--- src/rtl/mem_port_arbiter.sv ---
`default_nettype none
// ============================================================================
// Module      : mem_port_arbiter
// Description : Shares one single-ported memory between instruction fetch and
//               data access. Data has priority, with a streak limit so fetch
//               is never starved, and a wait limit that aborts dead accesses.
// Revision    : 1.0 - initial release
// ============================================================================
module mem_port_arbiter #(
  parameter int STARVE_LIM = 4,
  parameter int MAX_WAIT   = 15
) (
  input  logic        clk,
  input  logic        reset,
  input  logic        ifReq,
  input  logic [31:0] ifAddr,
  output logic [31:0] ifRdata,
  output logic        ifValid,
  input  logic        dReq,
  input  logic        dWe,
  input  logic [3:0]  dBe,
  input  logic [31:0] dAddr,
  input  logic [31:0] dWdata,
  output logic [31:0] dRdata,
  output logic        dValid,
  output logic        memReq,
  output logic        memWe,
  output logic [3:0]  memBe,
  output logic [31:0] memAddr,
  output logic [31:0] memWdata,
  input  logic [31:0] memRdata,
  input  logic        memAck,
  output logic        stallF,
  output logic        stallAll,
  output logic        timeoutErr
);

  localparam int STREAK_W = $clog2(STARVE_LIM + 1);
  localparam int WAIT_W   = $clog2(MAX_WAIT + 1);
  localparam logic [STREAK_W-1:0] STREAK_MAX = STREAK_W'(STARVE_LIM);
  localparam logic [WAIT_W-1:0]   WAIT_LAST  = WAIT_W'(MAX_WAIT - 1);

  typedef enum logic [1:0] {
    ST_IDLE   = 2'd0,
    ST_IFETCH = 2'd1,
    ST_DATA   = 2'd2
  } state_t;

  state_t              state;
  logic [STREAK_W-1:0] streak;
  logic [WAIT_W-1:0]   wait_cnt;

  logic if_elig;
  logic d_elig;
  logic fetch_starved;
  logic grant_d;
  logic grant_if;
  logic timeout_hit;

  // A requester in its valid cycle is still holding req for the finished access.
  assign if_elig       = ifReq & ~ifValid;
  assign d_elig        = dReq & ~dValid;
  assign fetch_starved = if_elig & (streak == STREAK_MAX);
  assign grant_d       = d_elig & ~fetch_starved;
  assign grant_if      = if_elig & ~grant_d;
  // An ack in the limit cycle completes normally rather than aborting.
  assign timeout_hit   = ~memAck & (wait_cnt == WAIT_LAST);

  assign stallAll = dReq & ~dValid;
  assign stallF   = stallAll | (ifReq & ~ifValid);

  always_ff @(posedge clk or negedge reset) begin
    if (!reset) begin
      state      <= ST_IDLE;
      streak     <= '0;
      wait_cnt   <= '0;
      memReq     <= 1'b0;
      memWe      <= 1'b0;
      memBe      <= 4'h0;
      memAddr    <= 32'h0;
      memWdata   <= 32'h0;
      ifRdata    <= 32'h0;
      dRdata     <= 32'h0;
      ifValid    <= 1'b0;
      dValid     <= 1'b0;
      timeoutErr <= 1'b0;
    end else begin
      ifValid <= 1'b0;
      dValid  <= 1'b0;
      case (state)
        ST_IDLE: begin
          if (grant_d) begin
            state    <= ST_DATA;
            memReq   <= 1'b1;
            memWe    <= dWe;
            memBe    <= dBe;
            memAddr  <= dAddr;
            memWdata <= dWdata;
            wait_cnt <= '0;
            if (streak != STREAK_MAX) begin
              streak <= streak + 1'b1;
            end
          end else if (grant_if) begin
            state    <= ST_IFETCH;
            memReq   <= 1'b1;
            memWe    <= 1'b0;
            memBe    <= 4'hF;
            memAddr  <= ifAddr;
            memWdata <= 32'h0;
            wait_cnt <= '0;
            streak   <= '0;
          end
        end
        ST_IFETCH, ST_DATA: begin
          if (memAck || timeout_hit) begin
            state  <= ST_IDLE;
            memReq <= 1'b0;
            if (timeout_hit) begin
              timeoutErr <= 1'b1;
            end
            if (state == ST_IFETCH) begin
              ifValid <= 1'b1;
              ifRdata <= memAck ? memRdata : 32'h0;
            end else begin
              dValid <= 1'b1;
              // Aborted accesses return zero; completed stores leave dRdata alone.
              if (!memAck) begin
                dRdata <= 32'h0;
              end else if (!memWe) begin
                dRdata <= memRdata;
              end
            end
          end else begin
            wait_cnt <= wait_cnt + 1'b1;
          end
        end
        default: begin
          state  <= ST_IDLE;
          memReq <= 1'b0;
        end
      endcase
    end
  end

endmodule
`default_nettype wire

--- config.mk ---
export PLATFORM = sky130hd
export DESIGN_NAME = mem_port_arbiter
export DESIGN_NICKNAME = d
export VERILOG_FILES = /design/src/rtl/mem_port_arbiter.sv
export SDC_FILE = /design/constraint.sdc
export NUM_CORES = 1
export LEC_CHECK = 0
export ABC_AREA = 1
export CAP_MARGIN = 15
export CORE_MARGIN = 4
export CORE_UTILIZATION = 46
export CTS_CLUSTER_DIAMETER = 60
export CTS_CLUSTER_SIZE = 24
export DETAILED_ROUTE_END_ITERATION = 6
export PLACE_DENSITY = 0.86
export SETUP_SLACK_MARGIN = 0.3
export SLEW_MARGIN = 10
export SYNTH_ARGS = -nofsm -noshare
export SYNTH_HDL_FRONTEND = slang
export SYNTH_SLANG_ARGS = --single-unit
--- constraint.sdc ---
create_clock -name clk -period 2.3 [get_ports clk]
set_input_delay 0.46 -clock clk [delete_from_list [all_inputs] [get_ports clk]]
set_output_delay 0.46 -clock clk [all_outputs]
set_load 0.05 [all_outputs]
==> flow_summary.json <==
{
  "total_power_mw": 15.6,
  "antenna_found_initial": 0,
  "cts_buffer_depth": 2,
  "die_h_um": 127,
  "post_drt_wl_per_cell_um": 15.8,
  "drcViolationCount": 0,
  "finalWirelength_mm": 19.5,
  "cts_root_buf": "clkbuf_16",
  "grt_max_degree": 71,
  "cts_tree": "built",
  "grt_pass1_vias": 5890,
  "cap_violations": 0,
  "final_cells": 1234,
  "clock_latency_ns": 0.41,
  "drt_iter0_drc": 435,
  "htree_levels": 4,
  "endpoint_kind": "primary output",
  "crit_required_ns": 1.84,
  "placedInstanceArea_mm2": 0.00942,
  "powerDensity_mw_per_mm2": 1580,
  "grt_pass1_wl_mm": 30.6,
  "numClockSinks": 146,
  "finalHoldViolCount": 0,
  "detail-route-antenna-nets": 0,
  "synthesis.nets": 915,
  "cp.arrival_ns": 1.49,
  "setup_violations": 0,
  "seq_area_frac_synth_pct": 55.8,
  "start_kind": "primary input",
  "p_leak_nw": 5.36,
  "start_util_pct": 47.1,
  "path_class": "primary input to primary output",
  "ys_ff_latch": 146,
  "place_inst": 1198,
  "max_slew.worst_pin.slew_ns": 0.761,
  "status": "finished, final reports clean",
  "synth.distinct_cells": 27,
  "rsz0062_at_grt": "yes",
  "vias_per_cell": 4.91,
  "clock_skew_ns": 0.00722,
  "yosys_warnings": 0,
  "synth_area_per_cell_um2": 8.49,
  "slew_viol_final": 0,
  "nNetsFinal": 1186,
  "io_buffers": 276,
  "peakVddDrop_mv": 0.818,
  "vias": 6064,
  "clkTransAtPathRegs_ns": 0.06,
  "die-area_mm2": 0.0162,
  "utilization_pct": 71.4,
  "grt.total_usage_pct": 23.8,
  "dp_hpwl_mm": 13.9,
  "worstPathMaxFanout": 4,
  "finalCriticalPeriod_ns": 1.95,
  "hold_path.class": "register to register",
  "area_growth_pct": 51.5,
  "num_io_pins": 277,
  "final_area_mm2": 0.00991,
  "setup_tns_ns": 0,
  "coreArea_mm2": 0.0139,
  "cts_buffers": 17,
  "fin_crit_sh_pct": 84.6,
  "row_count": 43,
  "netlist_instances": 771,
  "maxSlewHeadroom_pct": 49.2,
  "drive_above_1_share_pct": 8.73,
  "die_w_um": 127,
  "antenna_cells": 0,
  "dr.pass1.iters": 5,
  "grt_overflow": 0,
  "fmax_mhz": 514,
  "netlist_area_mm2": 0.00654,
  "place.gp.congestion": 0.842
}
## cells by family after synthesis
| logic type | count (synthesis) | synth area share, % |
|---|---|---|
| compound gates | 78 | 7.36 |
| xor+xnor | 2 | 0.268 |
| fa+ha+maj | 6 | 1.15 |
| buf+inv | 123 | 9.26 |
| flops | 146 | 55.8 |
| simple gates | 416 | 26.1 |
## cell type report
class                      instances  area, um^2
timing repair buffer             293        2830
clock buffer                      19         443
fill                            1085        3970
clock inverter                    12         156
inverter                          81         304
multi-input combinational        503        2300
tap                              180         225
sequential                       146        3650
## final timing paths
path	to	slack, ns	from	cells past startpoint
setup / recovery	stallF	0.35	ifReq	4
hold / removal	memWdata[1]	0.47	memWdata[1]	2
setup reg to reg	memWdata[29]	0.50	streak[0]	9
hold reg to reg	memWdata[1]	0.47	memWdata[1]	2
max in group asynchronous	memBe[2]	1.08	reset	3
min in group asynchronous	ifRdata[1]	0.56	reset	2
## routing by layer
layer	GRT usage (%)	wire length [um]	part of all wire, %
met1	30.0	7970	41
met2	37.8	9190	47
met3	8.90	1920	9.8
met4	8.52	428	2.2
met5	0	0	0
## metrics by stage
step,setup WS [ns],hold WS [ns]
final,0.354,0.474
after global routing,0.285,0.493
after CTS,0.303,0.476
after detailed placement,0.140,0.439
after global placement,0.226,0.443
after floorplan,0.493,0.164
## critical path, cell delays in order
cell and delay, ns:
clkdlybuf4s50_1 0.55, nand2_1 0.17, nand2_2 0.15, buf_12 0.15
## sequential cells by signal (all words and copies together) (netlist names)
name and cells:
wait_cnt 4, ifValid 1, streak 3, dRdata 32, memReq 1, memAddr 32, memBe 4, ifRdata 32
memWdata 32, memWe 1, state 2, dValid 1, timeoutErr 1
## Yosys cell counts
cell type    n  area (um^2)
o21bai_1     1         7.51
o21ai_1     46          230
clkbuf_2     1         5.00
buf_2       15         75.1
dfrtp_1    146         3650
clkbuf_1     6         22.5
buf_4        7         52.6
nand3_2      2         20.0
inv_2        6         22.5
a211oi_1     1         7.51
xnor2_1      1         8.76
nor2_4       2         22.5
nor2_1       5         18.8
ha_1         6         75.1
xor2_1       1         8.76
nand2_1    331         1240
or2_2        1         6.26
nand3_1     69          345
o21ai_0      5         25.0
nand3_4      1         17.5
a21oi_1      2         10.0
o21ai_2     23          201
inv_1       75          282
nand2_2      3         18.8
nand2_4      1         11.3
buf_6       13          146
nand4_1      1         6.26
## where the power goes
part / internal [mW] / switching (mW)
sequential: 3.70 / 0.619
combinational: 2.22 / 6.30
clock: 1.73 / 1.06
## cell usage in the layout (no fill, tap or decap), types with 2 or more instances in the layout
| cell | instances |
|---|---|
| nand2_1 | 330 |
| dfrtp_1 | 146 |
| clkdlybuf4s50_1 | 136 |
| dlygate4sd2_1 | 136 |
| inv_1 | 75 |
| nand3_1 | 69 |
| o21ai_1 | 46 |
| o21ai_2 | 23 |
| clkbuf_16 | 18 |
| buf_4 | 10 |
| buf_12 | 8 |
| inv_2 | 6 |
| ha_1 | 6 |
| nor2_1 | 5 |
| o21ai_0 | 5 |
| nand2_2 | 4 |
| bufinv_16 | 3 |
| clkinv_4 | 3 |
| clkinv_2 | 3 |
| nor2_4 | 2 |
| nand3_2 | 2 |
| inv_6 | 2 |
## repair_timing
item,CTS,global route
endpoints found under the hold margin,20,0
endpoints found under the setup margin,136,3
buffers inserted,0,2
gates cloned,0,2
resized for setup,136,1
pin swaps,0,2
hold buffers,1,0
Note: power is estimated with default switching activity, not from simulation.
